**config.mk**
```make
export PLATFORM = sky130hd
export DESIGN_NAME = ldl_parity_insert
export DESIGN_NICKNAME = d
export VERILOG_FILES = /design/src/rtl/ldl_parity_insert.sv
export SDC_FILE = /design/constraint.sdc
export NUM_CORES = 2
export LEC_CHECK = 0
export ABC_AREA = 0
export BUFFER_PORTS_ARGS = -buffer_cell sky130_fd_sc_hd__buf_2
export CELL_PAD_IN_SITES_DETAIL_PLACEMENT = 1
export CELL_PAD_IN_SITES_GLOBAL_PLACEMENT = 1
export CORE_UTILIZATION = 35
export DETAILED_ROUTE_END_ITERATION = 10
export PLACE_DENSITY = 0.76
export SYNTH_ARGS = -nofsm -noshare
export SYNTH_HDL_FRONTEND = slang
export SYNTH_SLANG_ARGS = --single-unit
```
**constraint.sdc**
```tcl
create_clock -name clk -period 19.7 [get_ports clk]
set_clock_uncertainty 0.2 [all_clocks]
set_input_delay 0.985 -clock clk [delete_from_list [all_inputs] [get_ports clk]]
set_output_delay 0.985 -clock clk [all_outputs]
set_load 0.01 [all_outputs]
```
**src/rtl/ldl_parity_insert.sv**
```systemverilog
// ldl_parity_insert: per-flow XOR parity appender for the beat-based multi-flow datapath.
// Each packet's payload bytes are folded into PAR_BYTES lanes by byte position; the lanes
// are written right after the last payload byte, spilling into one extra beat when needed.

// One output byte position: masks bytes beyond the payload end out of the fold and
// substitutes the matching parity lane (or zero) on the payload-last beat.
module ldl_parity_byte #(
    parameter int K           = 0,
    parameter int PAR_BYTES   = 4,
    parameter int LENGTH_BITS = 15
) (
    input  logic [7:0]                din_byte,
    input  logic [LENGTH_BITS-1:0]    r,
    input  logic                      is_last,
    input  logic [PAR_BYTES-1:0][7:0] par,
    output logic [7:0]                fold_byte,
    output logic [7:0]                out_byte
);
    localparam int PIW = (PAR_BYTES > 1) ? $clog2(PAR_BYTES) : 1;
    localparam logic [LENGTH_BITS:0] KW = (LENGTH_BITS+1)'(K);
    localparam logic [LENGTH_BITS:0] PW = (LENGTH_BITS+1)'(PAR_BYTES);

    // offset of this byte past the payload end; only meaningful when K >= r
    logic [LENGTH_BITS:0] off;
    assign off = KW - {1'b0, r};

    // past the payload end: excluded from the fold, replaced by parity lane or zero
    always_comb begin
        fold_byte = din_byte;
        out_byte  = din_byte;
        if (is_last && (KW >= {1'b0, r})) begin
            fold_byte = 8'h00;
            out_byte  = (off < PW) ? par[off[PIW-1:0]] : 8'h00;
        end
    end
endmodule

module ldl_parity_insert #(
    parameter int PAR_BYTES   = 4,
    parameter int DATA_WIDTH  = 256,
    parameter int FLOW_NUM    = 8,
    parameter int LENGTH_BITS = 15,
    parameter int FID_W       = (FLOW_NUM > 1) ? $clog2(FLOW_NUM) : 1
) (
    input  logic                   clk,
    input  logic                   rst,
    input  logic                   en,
    input  logic                   vld_in,
    input  logic                   eop_in,
    input  logic [LENGTH_BITS-1:0] leng_in,
    input  logic [FID_W-1:0]       fid_in,
    input  logic [DATA_WIDTH-1:0]  din,
    output logic                   rdy,
    output logic [DATA_WIDTH-1:0]  dout,
    output logic [LENGTH_BITS-1:0] leng_out,
    output logic [FID_W-1:0]       fid_out,
    output logic                   vld_out,
    output logic                   eop_out,
    output logic                   err
);
    localparam int BYTE_NUM = DATA_WIDTH / 8;
    localparam logic [LENGTH_BITS-1:0] BN_L  = LENGTH_BITS'(BYTE_NUM);
    localparam logic [LENGTH_BITS-1:0] FIT_L = LENGTH_BITS'(BYTE_NUM - PAR_BYTES);
    localparam logic [LENGTH_BITS-1:0] PAR_L = LENGTH_BITS'(PAR_BYTES);

    typedef logic [PAR_BYTES-1:0][7:0] par_t;

    // per-flow framing and running parity
    logic [FLOW_NUM-1:0]                  sof;
    logic [FLOW_NUM-1:0][LENGTH_BITS-1:0] rem;
    par_t [FLOW_NUM-1:0]                  acc;

    // straddle spill: lanes that did not fit in the last beat, already shifted to lane 0
    logic                   pending;
    logic [FID_W-1:0]       pend_fid;
    logic [LENGTH_BITS-1:0] pend_len;
    par_t                   pend_par;

    logic                     accept;
    logic                     is_last;
    logic                     fit;
    logic                     err_nxt;
    logic [LENGTH_BITS-1:0]   r;
    logic [LENGTH_BITS-1:0]   n_lanes;
    par_t                     acc_cur;
    par_t                     beat_par;
    par_t                     par_new;
    par_t                     pend_nxt;
    logic [BYTE_NUM-1:0][7:0] fold_b;
    logic [DATA_WIDTH-1:0]    dout_proc;
    logic [DATA_WIDTH-1:0]    dout_ext;

    assign rdy     = !pending;
    assign accept  = vld_in & rdy & en;
    assign r       = sof[fid_in] ? leng_in : rem[fid_in];
    assign is_last = (r <= BN_L);
    assign fit     = (r <= FIT_L);
    assign acc_cur = sof[fid_in] ? '0 : acc[fid_in];
    assign par_new = acc_cur ^ beat_par;
    // lanes that still fit in the last beat; below PAR_BYTES only in the straddle case
    assign n_lanes = BN_L - r;
    assign err_nxt = (vld_in & !rdy) | (accept & (eop_in != is_last));
    // dropping the lanes already emitted leaves the remainder starting at lane 0
    assign pend_nxt = par_t'(par_new >> {n_lanes, 3'b000});

    for (genvar k = 0; k < BYTE_NUM; k++) begin : g_byte
        ldl_parity_byte #(
            .K           (k),
            .PAR_BYTES   (PAR_BYTES),
            .LENGTH_BITS (LENGTH_BITS)
        ) u_byte (
            .din_byte  (din[DATA_WIDTH-1-8*k -: 8]),
            .r         (r),
            .is_last   (is_last),
            .par       (par_new),
            .fold_byte (fold_b[k]),
            .out_byte  (dout_proc[DATA_WIDTH-1-8*k -: 8])
        );
    end

    // XOR-fold the masked beat into lanes by byte position modulo PAR_BYTES
    always_comb begin
        beat_par = '0;
        for (int k = 0; k < BYTE_NUM; k++)
            beat_par[k % PAR_BYTES] = beat_par[k % PAR_BYTES] ^ fold_b[k];
    end

    // extra beat: spilled lanes from byte 0, MSB-first, remainder zero
    always_comb begin
        dout_ext = '0;
        for (int i = 0; i < PAR_BYTES; i++)
            dout_ext[DATA_WIDTH-1-8*i -: 8] = pend_par[i];
    end

    // per-flow state advances only on accepted beats in insert mode
    always_ff @(posedge clk or posedge rst) begin
        if (rst) begin
            sof <= '1;
            rem <= '0;
            acc <= '0;
        end else if (accept) begin
            if (is_last) begin
                // no beat can be accepted while the spill is out, so restarting here is safe
                sof[fid_in] <= 1'b1;
                acc[fid_in] <= '0;
            end else begin
                sof[fid_in] <= 1'b0;
                rem[fid_in] <= r - BN_L;
                acc[fid_in] <= par_new;
            end
        end
    end

    // spill register: loaded by a straddling last beat, drained the following cycle
    always_ff @(posedge clk or posedge rst) begin
        if (rst) begin
            pending  <= 1'b0;
            pend_fid <= '0;
            pend_len <= '0;
            pend_par <= '0;
        end else if (pending) begin
            pending <= 1'b0;
        end else if (accept && is_last && !fit) begin
            pending  <= 1'b1;
            pend_fid <= fid_in;
            pend_len <= leng_in + PAR_L;
            pend_par <= pend_nxt;
        end
    end

    // output register: spill beat, bypass copy, processed beat, or idle
    always_ff @(posedge clk or posedge rst) begin
        if (rst) begin
            dout     <= '0;
            leng_out <= '0;
            fid_out  <= '0;
            vld_out  <= 1'b0;
            eop_out  <= 1'b0;
            err      <= 1'b0;
        end else begin
            err <= err_nxt;
            if (pending) begin
                dout     <= dout_ext;
                leng_out <= pend_len;
                fid_out  <= pend_fid;
                vld_out  <= 1'b1;
                eop_out  <= 1'b1;
            end else if (!en) begin
                dout     <= din;
                leng_out <= leng_in;
                fid_out  <= fid_in;
                vld_out  <= vld_in;
                eop_out  <= eop_in;
            end else if (accept) begin
                dout     <= dout_proc;
                leng_out <= leng_in + PAR_L;
                fid_out  <= fid_in;
                vld_out  <= 1'b1;
                // non-last beats never satisfy fit, so this is also the eop of a fitting packet
                eop_out  <= fit;
            end else begin
                vld_out <= 1'b0;
                eop_out <= 1'b0;
            end
        end
    end
endmodule

```
## Word level (Yosys, flattened, before mapping)

Index checks and enable logic that the tools add are counted.

| word-level totals | value |
|---|---|
| flip-flop bits (word level) | 712 |
| input port bits | 279 |
| output and inout bits | 278 |
| logic and storage cells | 467 |

| cells by class | value |
|---|---|
| add/subtract/negate cells | 35 |
| $lt $le $gt $ge | 100 |
| equal/unequal tests | 2 |
| shift-type cells | 1 |
| mux-type cells | 195 |
| bitwise operators | 41 |
| reduce and logical (&&, ||, !) cells | 39 |

Operators by type and width:

| operator | number |
|---|---|
| $mux 8 | 129 |
| $mux 256 | 4 |
| $bmux 8 s2 | 32 |
| $lt 16x3->1 const B | 32 |
| $and 256x256->256 | 1 |
| $bwmux 256 | 1 |
| $not 256->256 | 1 |
| $sub 5x15->16 const A | 16 |
| $ge 5x15->1 const A | 16 |
| $xor 8x8->8 | 28 |
| $sub 4x15->16 const A | 8 |
| $bwmux 120 | 1 |
| $ge 4x15->1 const A | 8 |
| $bmux 32 s3 | 1 |
| $demux 32 s3 | 1 |
| $lt 2x3->1 const B | 32 |
| $mux 32 | 3 |
| $mux 15 | 6 |
| $sub 3x15->16 const A | 4 |
| $ge 3x15->1 const A | 4 |
| $bmux 15 s3 | 1 |
| $demux 15 s3 | 1 |
| $logic_and 1x1->1 | 35 |
| $shr 32x18->32 | 1 |
| other kinds (26) | 47 |

## Logic depth before layout (Yosys ltp)

| logic depth | value |
|---|---|
| word-level depth | 21 |
| mapped depth | 31 |
| depth with buffers taken out | 19 |

## Hierarchy

Synthesis repeated with hierarchy kept, for this count alone.

| unflattened totals | value |
|---|---|
| cells, all modules | 4984 |
| area, all modules | 51768.4 um^2 |

Modules (own cells, without submodules):

| module | instances | cells each | area each (um^2) | seq. area each (um^2) |
|---|---|---|---|---|
| ldl_parity_insert | 1 | 3436 | 36040.8 | 17827.1 |
| ldl_parity_byte (g_byte[20].u_byte) | 1 | 52 | 571.8 | 0.0 |
| ldl_parity_byte (g_byte[7].u_byte) | 1 | 49 | 558.0 | 0.0 |
| ldl_parity_byte (g_byte[9].u_byte) | 1 | 56 | 553.0 | 0.0 |
| ldl_parity_byte (g_byte[26].u_byte) | 1 | 66 | 549.3 | 0.0 |
| ldl_parity_byte (g_byte[10].u_byte) | 1 | 54 | 534.3 | 0.0 |
| ldl_parity_byte (g_byte[17].u_byte) | 1 | 44 | 533.0 | 0.0 |
| ldl_parity_byte (g_byte[16].u_byte) | 1 | 53 | 528.0 | 0.0 |
| ldl_parity_byte (g_byte[2].u_byte) | 1 | 47 | 525.5 | 0.0 |
| ldl_parity_byte (g_byte[23].u_byte) | 1 | 46 | 518.0 | 0.0 |
| ldl_parity_byte (g_byte[13].u_byte) | 1 | 51 | 514.2 | 0.0 |
| ldl_parity_byte (g_byte[14].u_byte) | 1 | 48 | 514.2 | 0.0 |
| ldl_parity_byte (g_byte[18].u_byte) | 1 | 52 | 514.2 | 0.0 |
| ldl_parity_byte (g_byte[22].u_byte) | 1 | 59 | 513.0 | 0.0 |
| +19 rows | - | - | - | - |

## Worst setup path after synthesis

OpenSTA, ideal clock, no wires.

| timing path | value |
|---|---|
| path type | input port to flip-flop |
| start | in fid_in[0] |
| end | reg dout[236] |
| setup time | 82 ps |
| arrival time | 7382 ps |
| required time | 19418 ps |
| setup slack | 12036 ps |
| cell stages on the path | 27 |
| buffers on the path | 11 |
| path through | buf_2 buf_6 nor2_1 a22oi_1 nand2_1 clkbuf_1 clkbuf_1 a21o_1 clkbuf_1 buf_2 buf_1 clkbuf_1 clkbuf_1 clkbuf_1 ha_1 a31oi_1 a211oi_2 nand4_2 buf_2 nor3_1 nor3b_2 xnor2_1 xnor2_1 xnor3_1 mux4_2 nand2b_1 a31oi_1 |

| between the ends | value |
|---|---|
| longest elaborated chain between the ends | 21 |
| elaborated cells on any way between the ends | 143 |
| those cells by class | add/sub (1); order compare (34); mux (47); bitwise (29); reduce/logical (32) |

Ends and longest elaborated chain:

| item | RTL line | RTL |
|---|---|---|
| from (decl) | 51 | `input logic [FID_W-1:0] fid_in,` |
| $bmux 15 s3 or $bmux 1 s3 (tied branches) | 95, 98 |  |
| $mux 15 (implied by the code) or $mux 1 (tied branches) | 95, 98 |  |
| $mux 15 | 95 | `assign r = sof[fid_in] ? leng_in : rem[fid_in];` |
| $le 15x6->1, or another cell as far along | 96 | `assign is_last = (r <= BN_L);` |
| $logic_and 1x1->1 | 31 | `if (is_last && (KW >= {1'b0, r})) begin` |
| $mux 8 | 31 |  |
| $xor 8x8->8 (7 in a row) | 125 | `beat_par[k % PAR_BYTES] = beat_par[k % PAR_BYTES] ^ fold_b[k];` |
| $xor 32x32->32 | 99 | `assign par_new = acc_cur ^ beat_par;` |
| $bmux 8 s2 | 33 | `out_byte = (off < PW) ? par[off[PIW-1:0]] : 8'h00;` |
| $mux 8 (implied by the code) | 33 |  |
| $mux 8 | 33 |  |
| $mux 8 * | 31 |  |
| $mux 256 * | 194 | `end else if (accept) begin` |
| $mux 256 * | 188 | `end else if (!en) begin` |
| $mux 256 * | 182 | `if (pending) begin` |
| to (signal assigned) | 183 | `dout <= dout_ext;` |
| to (signal assigned) | 189 | `dout <= din;` |
| to (signal assigned) | 195 | `dout <= dout_proc;` |
| to (decl) | 54 | `output logic [DATA_WIDTH-1:0] dout,` |

Mark *: on every way between the ends. The rest lies on a longest branch, timed or not. The select of a mux whose other input is x is not followed.
A chain may end at the register's enable or synchronous reset.

## Final worst setup path

| timing path | value |
|---|---|
| start | in fid_in[1] |
| end | reg dout[45] |

Same word-level chain as after synthesis.

==> results.json <==
{
  "startpoint_type": "input port",
  "p_int_mw": 3.47,
  "rr_worst_depth": 22,
  "yosysSeqAreaShare_pct": 45.6,
  "drt-initial-drc-count": 4587,
  "power.share.switching_pct": 44.0,
  "drt-wirelength-per-cell_um": 31.5,
  "synth_seq_cells": 712,
  "p_seq_share_pct": 34.6,
  "cts.reportedPaths.clkPinSlew_ns": 0.06,
  "rrSetupSlack_ns": 11.71,
  "maxSlewHeadroom_pct": 8.01,
  "utilization_pct": 41.4,
  "dp_cells": 6074,
  "routed_wl_um": 196000,
  "cp.arrival_ns": 9.20,
  "clock-root-buffer": "clkbuf_16",
  "path_class": "input port to flip-flop",
  "tightest_slew_ns": 1.38,
  "layout_common_cells": "o21ai_0, dfrtp_1, nand2_1",
  "place.gp.congestion": 0.989,
  "clock_path_buffers": 3,
  "layout_commonest_cell": "o21ai_0",
  "max_freq_ghz": 0.112,
  "fp.dieW_um": 336,
  "port_buffers": 556,
  "area_delta_synth_final_pct": 17.3,
  "io-pin-count": 557,
  "fp.dieArea_mm2": 0.113,
  "postCtsHoldBufs": 0,
  "cts-buffers-inserted": 79,
  "maxCapViolations": 0,
  "die_h_um": 336,
  "grt_pass1_vias": 39100,
  "path_max_fanout": 77,
  "syn_area_per_cell_um2": 9.20,
  "htree_levels": 3,
  "synth_area_mm2": 0.0391,
  "cts_tree": "done",
  "dr.pass1.iters": 8,
  "finalPower_mw": 6.20,
  "synth-edff-count": 0,
  "grt_usage_pct": 33.9,
  "rows": 122,
  "final_nets": 4963,
  "cts_resized": 0,
  "outcome": "complete, no violations",
  "synthArstFlopShare_pct": 100,
  "period_minus_slack_ns": 8.90,
  "fin_cells": 6221,
  "finalCritPeriodShare_pct": 45.2,
  "grt_pass1_wl_um": 281000,
  "vias": 39600,
  "grt_max_degree": 157,
  "power_frac_clock_pct": 24.9,
  "antenna_found_initial": 19,
  "timing.hold.ws_ns": 0.264,
  "grt-ovfl-total": 0,
  "start_util_pct": 35.3,
  "clk_latency_ns": 0.68,
  "drc_errors": 0,
  "cts_setup_buffers": 0,
  "ir_drop_mv": 0.0757,
  "p_per_area_mw_per_mm2": 135,
  "drv_slew": 0,
  "detail-route-antenna-nets": 0,
  "cts_sinks": 712,
  "tns_ns": 0,
  "combPwrFrac_pct": 40.5,
  "syn-num-nets": 4544,
  "synthFlopType": "dfrtp_1",
  "hold_path.class": "input port to async pin",
  "switchingPower_mw": 2.73,
  "hold_viol": 0,
  "post-dp-hpwl_um": 140000,
  "ys_types": 110,
  "coreArea_mm2": 0.111,
  "drive_above_1_share_pct": 19.1,
  "p_leak_nw": 20.3,
  "synth_cells": 4248,
  "ys_warn_count": 0,
  "rsz0062_at_grt": "no",
  "worst_ep_required_time_ns": 20.00,
  "crit_path_end_kind": "flip-flop",
  "setup_viol": 0,
  "viasPerCell": 6.36
}
-- critical path, stage by stage --
cell and delay [ns]:
buf_2 0.36, buf_4 0.56, mux2i_1 0.32, a22oi_1 0.12, buf_4 0.20, nand2_1 0.27
buf_4 0.37, o21a_1 0.60, inv_1 0.32, ha_1 0.34, a31oi_1 0.20, a211oi_2 0.09
nand4_4 0.10, buf_4 0.54, buf_4 0.76, or3_1 0.28, nand2_1 0.08, mux2i_1 0.19
xnor3_1 0.35, xnor2_1 0.69, a21oi_1 0.19, o21ai_1 0.88, o21ai_0 0.26
-- cell type report --
class,count,area [um2]
Tap cell,1488,1860
Clock buffer,107,2250
Clock inverter,29,380
Inverter,40,154
Fill cell,12900,64800
Multi-Input combinational cell,3175,19800
Timing Repair Buffer,659,3570
Sequential cell,712,17800
Antenna cell,11,27.5
-- cells in the mapped netlist (34+ instances only) --
library cell,instances,share of area (%)
o21ai_0,732,9.4
nand2_1,708,6.8
dfrtp_1,704,45
a22oi_1,299,5.7
clkbuf_1,232,2.2
nor2_1,139,1.3
a21oi_1,124,1.6
xnor2_1,104,2.3
mux2i_1,84,2.2
nand3_1,75,0.96
o31ai_1,67,1.3
a31oi_1,63,1.0
o21ai_1,49,0.63
xor2_1,48,1.1
nor3_1,44,0.56
a221oi_1,43,0.96
a22o_1,39,0.87
xnor3_1,39,2.2
nand2b_1,38,0.61
o22ai_1,38,0.61
nand4_1,35,0.56
inv_1,34,0.33
-- power groups by stage --
| stage | clock network (mW) | registers (mW) | logic [mW] |
|---|---|---|---|
| global route | 1.61 | 2.19 | 2.63 |
| detailed placement | 0 | 2.16 | 2.40 |
| finish | 1.55 | 2.15 | 2.51 |
| CTS | 1.55 | 2.14 | 2.41 |
| global placement | 0 | 2.14 | 2.35 |
| floorplan | 0 | 2.12 | 1.35 |
-- metal layers --
layer / part of all wire [%] / global-route usage (%)
met2: 44 / 51.6
met5: 0.049 / 0
met3: 11 / 9.05
met1: 39 / 43.2
met4: 6.5 / 19.6
-- flip-flops by register name, indices dropped and copies added (netlist names), named ones only --
signal    cells
eop_out       1
err           1
pending       1
pend_fid      3
rem         120
dout        256
vld_out       1
fid_out       3
acc         256
pend_len     15
dout_ext     32
leng_out     15
-- cells by family (layout without fill, tap and decap cells) --
| kind of cell | after synthesis | in the layout | share of synthesized area [%] |
|---|---|---|---|
| AO/OA/AOI/OAI | 1672 | 1672 | 27.2 |
| AND/OR/NAND/NOR | 1188 | 1188 | 13.7 |
| flip-flops | 712 | 712 | 45.6 |
| buffers and inverters | 361 | 835 | 4.01 |
| XOR/XNOR | 196 | 196 | 5.94 |
| multiplexers | 102 | 102 | 3.04 |
| adder cells (fa/ha/maj) | 17 | 17 | 0.544 |
| other | 0 | 11 | 0 |
-- stage by stage --
stage	setup slack [ns]	instance area (um2)
after floorplan	8.77	39100
after global placement	10.50	43200
after detailed placement	10.39	43200
after CTS	11.11	45800
after global routing	10.40	45900
final	10.80	45900
-- path summary, 6_finish.rpt --
path                                start     endpoint
worst max-delay path            fid_in[1]     dout[45]
worst min-delay path                  rst  pend_len[6]
worst max register to register  flip-flop    dout[116]
worst min register to register    rem[30]      rem[30]
max in group asynchronous             rst       acc[7]
min in group clk                  rem[30]      rem[30]
Power figures use the tool's default switching activity.
